`src/rtl/pc_pkg.sv`:
```
// Shared types for the next-PC sequencer: control ops, fault causes, FSM states.
package pc_pkg;

  localparam int PC_ADDR_W = 11;

  typedef enum logic [2:0] {
    OP_SEQ    = 3'd0,
    OP_JUMP   = 3'd1,
    OP_BRANCH = 3'd2,
    OP_CALL   = 3'd3,
    OP_RET    = 3'd4
  } pc_op_t;

  typedef enum logic [1:0] {
    FC_NONE      = 2'd0,
    FC_OVERFLOW  = 2'd1,
    FC_UNDERFLOW = 2'd2,
    FC_ILLEGAL   = 2'd3
  } fault_cause_t;

  typedef enum logic [1:0] {
    S_BOOT  = 2'd0,
    S_RUN   = 2'd1,
    S_FAULT = 2'd2
  } state_t;

endpackage

```
`src/rtl/return_stack.sv`:
```
// Hardware return-address stack: register array addressed by the occupancy count.
// Only the count is reset; entry contents are meaningless while not occupied.
module return_stack #(
  parameter int ADDR_W      = 11,
  parameter int STACK_DEPTH = 8
) (
  input  logic                             clock,
  input  logic                             reset,
  input  logic                             push,
  input  logic                             pop,
  input  logic [ADDR_W-1:0]                push_data,
  output logic [ADDR_W-1:0]                top,
  output logic                             full,
  output logic                             empty,
  output logic [$clog2(STACK_DEPTH+1)-1:0] count
);

  localparam int CNT_W = $clog2(STACK_DEPTH + 1);
  localparam int PTR_W = $clog2(STACK_DEPTH);

  logic [ADDR_W-1:0] mem_q [STACK_DEPTH];
  logic [CNT_W-1:0]  count_q;
  logic [CNT_W-1:0]  count_d;
  logic [CNT_W-1:0]  top_idx;
  logic [PTR_W-1:0]  wr_idx;

  assign full    = (count_q == CNT_W'(STACK_DEPTH));
  assign empty   = (count_q == '0);
  assign count   = count_q;
  assign wr_idx  = count_q[PTR_W-1:0];
  assign top_idx = count_q - CNT_W'(1);
  assign top     = mem_q[top_idx[PTR_W-1:0]];

  // Occupancy moves by at most one per cycle; push/pop past the limits is refused.
  always_comb begin
    count_d = count_q;
    if (push && !full) begin
      count_d = count_q + CNT_W'(1);
    end else if (pop && !empty) begin
      count_d = count_q - CNT_W'(1);
    end
  end

  // Occupancy register, cleared by reset.
  always_ff @(posedge clock) begin
    if (reset) begin
      count_q <= '0;
    end else begin
      count_q <= count_d;
    end
  end

  // Entry storage; written at the slot just above the current top.
  always_ff @(posedge clock) begin
    if (push && !full) begin
      mem_q[wr_idx] <= push_data;
    end
  end

endmodule

```
`src/rtl/next_pc_sequencer.sv`:
```
// Next-PC selection in front of the PC register: boot vector, sequential/jump/branch,
// call/return through a hardware return stack, and a sticky fault vector on misuse.
module next_pc_sequencer
  import pc_pkg::*;
#(
  parameter int                ADDR_W       = PC_ADDR_W,
  parameter int                STACK_DEPTH  = 8,
  parameter logic [ADDR_W-1:0] RESET_VECTOR = '0,
  parameter logic [ADDR_W-1:0] FAULT_VECTOR = ADDR_W'(11'h7F0)
) (
  input  logic                             clock,
  input  logic                             reset,
  input  logic [ADDR_W-1:0]                pc_current,
  input  logic [2:0]                       op,
  input  logic                             branch_taken,
  input  logic [ADDR_W-1:0]                target,
  input  logic                             stall,
  output logic [ADDR_W-1:0]                next_pc,
  output logic                             fault,
  output logic [1:0]                       fault_cause,
  output logic [$clog2(STACK_DEPTH+1)-1:0] stack_count
);

  state_t            state_q, state_d;
  logic              fault_q, fault_d;
  fault_cause_t      cause_q, cause_d;
  pc_op_t            op_e;
  logic [ADDR_W-1:0] pc_plus1;
  logic [ADDR_W-1:0] stk_top;
  logic              stk_push, stk_pop, stk_full, stk_empty;
  logic              take_fault;

  assign op_e        = pc_op_t'(op);
  assign pc_plus1    = pc_current + ADDR_W'(1);
  assign fault       = fault_q;
  assign fault_cause = cause_q;

  return_stack #(
    .ADDR_W      (ADDR_W),
    .STACK_DEPTH (STACK_DEPTH)
  ) u_stack (
    .clock     (clock),
    .reset     (reset),
    .push      (stk_push),
    .pop       (stk_pop),
    .push_data (pc_plus1),
    .top       (stk_top),
    .full      (stk_full),
    .empty     (stk_empty),
    .count     (stack_count)
  );

  // Next-PC mux, stack control and fault detection for the current cycle.
  always_comb begin
    state_d    = state_q;
    fault_d    = fault_q;
    cause_d    = cause_q;
    next_pc    = pc_plus1;
    stk_push   = 1'b0;
    stk_pop    = 1'b0;
    take_fault = 1'b0;
    case (state_q)
      S_BOOT: begin
        next_pc = RESET_VECTOR;
        state_d = S_RUN;
      end
      S_RUN: begin
        if (stall) begin
          next_pc = pc_current;
        end else begin
          case (op_e)
            OP_SEQ:    next_pc = pc_plus1;
            OP_JUMP:   next_pc = target;
            OP_BRANCH: next_pc = branch_taken ? target : pc_plus1;
            OP_CALL: begin
              if (stk_full) begin
                take_fault = 1'b1;
                cause_d    = FC_OVERFLOW;
              end else begin
                stk_push = 1'b1;
                next_pc  = target;
              end
            end
            OP_RET: begin
              if (stk_empty) begin
                take_fault = 1'b1;
                cause_d    = FC_UNDERFLOW;
              end else begin
                stk_pop = 1'b1;
                next_pc = stk_top;
              end
            end
            default: begin
              take_fault = 1'b1;
              cause_d    = FC_ILLEGAL;
            end
          endcase
          if (take_fault) begin
            next_pc = FAULT_VECTOR;
            fault_d = 1'b1;
            state_d = S_FAULT;
          end
        end
      end
      default: begin
        // S_FAULT and the unused encoding both park on the fault vector.
        next_pc = FAULT_VECTOR;
      end
    endcase
  end

  // FSM state and registered fault outputs; reset wins over everything.
  always_ff @(posedge clock) begin
    if (reset) begin
      state_q <= S_BOOT;
      fault_q <= 1'b0;
      cause_q <= FC_NONE;
    end else begin
      state_q <= state_d;
      fault_q <= fault_d;
      cause_q <= cause_d;
    end
  end

endmodule

```
`config.mk`:
```
export PLATFORM = sky130hd
export DESIGN_NAME = next_pc_sequencer
export DESIGN_NICKNAME = d
export VERILOG_FILES = /design/src/rtl/pc_pkg.sv /design/src/rtl/return_stack.sv /design/src/rtl/next_pc_sequencer.sv
export SDC_FILE = /design/constraint.sdc
export NUM_CORES = 1
export LEC_CHECK = 0
export ABC_CLOCK_PERIOD_IN_PS = 4050
export CORE_MARGIN = 2
export CORE_UTILIZATION = 47
export CTS_CLUSTER_SIZE = 8
export DETAILED_ROUTE_END_ITERATION = 8
export GPL_ROUTABILITY_DRIVEN = 0
export HOLD_SLACK_MARGIN = 0.03
export PLACE_DENSITY = 0.67
export SYNTH_ARGS = -nofsm -noshare
export SYNTH_HDL_FRONTEND = slang
export SYNTH_HIERARCHICAL = 1
export SYNTH_SLANG_ARGS = --single-unit
```
`constraint.sdc`:
```
create_clock -name clock -period 4.05 [get_ports clock]
set_input_delay 0.6075 -clock clock [delete_from_list [all_inputs] [get_ports clock]]
set_output_delay 0.6075 -clock clock [all_outputs]
set_load 0.1 [all_outputs]
```
==> impl_metrics.py, run 1 <==
metrics = {
    "layout": {
        "nFillCells": 771,
        "area_growth_pct": 22.9,
        "layout.cells.non_filler": 510,
        "seq_area_um2": 2820,
        "drive_gt1_share_pct": 27.6,
        "layout.nets": 404,
        "final_util_pct": 58.8,
        "multi_input_area_um2": 1760,
        "diodes": 0,
        "fin_area_um2": 5700,
    },
    "power": {
        "powerDensity_nw_per_um2": 355,
        "cellLeakagePower_nw": 1.92,
        "vdd_drop_max_v": 0.000179,
    },
    "clock_network": {
        "clkSlewWorstSetupHoldPaths_ns": 0.10,
        "cts_tree": "yes",
        "cts_htree_levels": 3,
        "cts_inserted_buffers": 9,
        "cts_hold_buf": 0,
        "clk_path_buf_depth": 2,
        "cts_sinks": 97,
        "cts_resized": 0,
        "insertion_delay_ns": 0.36,
        "post-cts-setup-buffers": 0,
        "root_buffer": "clkbuf_8",
    },
    "placement": {
        "preCtsSetupSlack_ns": 0.511,
        "hpwl_mm": 7.08,
        "place_area_um2": 5510,
        "port_buffers": 46,
        "dp_cells": 494,
    },
    "critical_path": {
        "crit_path_start_kind": "flop",
        "slowest_delay_ns": 0.67,
        "worstSetupPathType": "reg -> out",
        "cp_max_fo": 15,
        "endpoint_kind": "primary output",
        "arrival_ns": 3.16,
        "critPathRequiredTime_ns": 3.44,
        "reg2reg_setup_slack_ns": 1.07,
        "r2r_cells": 8,
        "path_cells": "inv_1 -> ha_1 -> buf_12 -> mux4_2 -> mux2_4 -> a22o_1 -> a21oi_1 -> o22ai_2 -> buf_12",
        "worst_path_max_delay_cell": "ha_1",
        "cp_common_cell": "buf_12",
    },
    "global_routing": {
        "grt_max_degree": 30,
        "grt_pass1_vias": 2786,
        "overflow": 0,
        "grt_usage_pct": 20.7,
        "grt_antenna_before_repair": 0,
        "grt_pass1_wl_mm": 15.7,
    },
    "route": {
        "drtAntennaViolNets": 0,
        "wirelength_mm": 10.7,
        "drtIter0Drc": 190,
        "first_pass_iters": 4,
        "dr_total_vias": 2938,
        "drcViolationCount": 0,
        "avgViaCountPerCell": 5.76,
        "wl_per_cell_um": 20.9,
    },
    "die": {
        "core_um2": 9680,
        "ios": 47,
        "rows": 36,
        "start_util_pct": 47.9,
        "die_w_um": 103,
        "dieHeight_um": 103,
        "die_area_um2": 10700,
    },
    "timing": {
        "finalHoldViolCount": 0,
        "finalSetupViolations": 0,
        "final.setup.tns_ns": 0,
        "worst_slew_pin_slew_ns": 0.968,
        "fmax_mhz": 266,
        "drv_slew": 0,
        "post-route-min-period_ns": 3.77,
        "min_period_over_period_pct": 93.0,
        "rsz0062_at_grt": "false",
        "relSlewSlack_pct": 35.3,
        "clock-skew-final_ns": 0.0108,
        "layout_setup_ws_ns": 0.285,
    },
    "min_path": {
        "holdPathStages": 2,
        "min_path_type": "reg -> reg",
    },
    "yosys": {
        "syn_nets": 342,
        "synth-seq-cells": 97,
        "yosysSeqAreaShare_pct": 60.9,
        "syn_avg_cell_area_um2": 15.0,
        "synth.distinct_cells": 50,
        "netlist_area_um2": 4640,
        "synth_warnings": 6,
        "synthCells": 310,
    },
    "run": {
        "cap_violations": 0,
    },
    "run_status": {
        "status": "finished clean",
    },
}
-- cells in the mapped netlist, drive strengths merged --
library cell	count	area share (%)
edfxtp	88	57
a21oi	29	3.2
nand2	24	1.9
mux4	22	11
nor2	16	1.8
nand2b	13	1.8
mux2	12	3.4
buf	11	2.2
dfxtp	9	3.9
nor3	8	0.86
o21ai	8	0.94
nand3	7	0.86
xor2	7	1.3
a221oi	6	1.8
inv	6	0.49
o22ai	6	0.94
clkbuf	5	0.40
a22o	4	0.94
ha	3	0.81
o211ai	3	0.49
or3	3	0.40
xnor2	3	0.57
a211oi	2	0.32
a21o	2	0.32
nor4	2	0.27
a21bo	1	0.22
a21boi	1	0.16
a2bb2oi	1	0.19
a311oi	1	0.19
a31oi	1	0.14
mux2i	1	0.22
nand3b	1	0.16
nor2b	1	0.14
o31ai	1	0.16
o32ai	1	0.19
or3b	1	0.24
-- layout make-up --
cell class,count,area share [%]
clock buffer,9,2.17
clock inverter,7,1.14
sequential,97,49.6
multi-input combinational,191,30.8
inverter,6,0.395
timing repair buffer,67,13.0
tap,133,2.92
-- flip-flops by register name (all words and copies together), names as in the netlist --
| signal | cells |
|---|---|
| u_stack/count | 4 |
| u_stack/mem_q | 88 |
| fault_cause | 2 |
| fault | 1 |
| state_q | 2 |
-- power breakdown --
| part | internal [mW] | switching [mW] | total, mW | leakage, nW |
|---|---|---|---|---|
| Sequential | 1.10 | 0.00799 | 1.11 | 0.865 |
| Combinational | 0.115 | 0.206 | 0.321 | 0.968 |
| Clock | 0.235 | 0.360 | 0.595 | 0.0921 |
| Total | 1.45 | 0.574 | 2.02 | 1.92 |
-- stage by stage --
stage | power (mW) | hold WS, ns
detailed placement | 1.45 | 0.473
floorplan | 1.32 | 0.600
global route | 2.09 | 0.547
global placement | 1.45 | 0.459
CTS | 2.03 | 0.500
finish | 2.02 | 0.499
-- worst max-delay path: cells and delay by family, from the launching register on --
kind / cells / cell delay [ns]
AO/OA/AOI/OAI: 3 / 0.46
adder cells (fa/ha/maj): 1 / 0.67
buffers and inverters: 3 / 0.53
flip-flops: 1 / 0.52
multiplexers: 2 / 0.59
-- placed cells by master, fill, tap and decap left out, drive strengths merged, types with 9 or more instances in the layout --
cell / count
edfxtp: 88
clkdlybuf4s50: 35
buf: 32
a21oi: 29
nand2: 24
mux4: 22
nor2: 16
nand2b: 13
mux2: 12
clkbuf: 9
dfxtp: 9
-- routing by layer --
| metal | routed length (um) | GRT usage (%) |
|---|---|---|
| met4 | 141 | 5.47 |
| met5 | 0 | 0 |
| met3 | 668 | 4.37 |
| met2 | 5420 | 35.3 |
| met1 | 4430 | 27.2 |
-- cell families (layout without fill, tap and decap cells) --
kind of cell | Yosys count | in the layout | synth area share [%]
fa+ha+maj | 3 | 3 | 0.810
compound gates | 67 | 67 | 10.2
buf+inv | 22 | 89 | 3.10
mux | 35 | 35 | 14.6
flops | 97 | 97 | 60.9
xor+xnor | 10 | 10 | 1.89
simple gates | 76 | 76 | 8.45
-- path summary, 6_finish.rpt --
| kind | startpoint | to |
|---|---|---|
| worst min-delay path | fault | fault |
| worst min register to register | fault | fault |
| worst max register to register | state_q[1] | u_stack/mem_q[2][4] |
| worst max-delay path | u_stack/count[1] | next_pc[0] |
Note: power is estimated with default switching activity, not from simulation.
==> inputs of run 2 (changes only) <==
CTS_CLUSTER_SIZE = 16   (was 8)
==> results of run 2 <==
Final layout, timing and power as in run 1 (identical DEF).
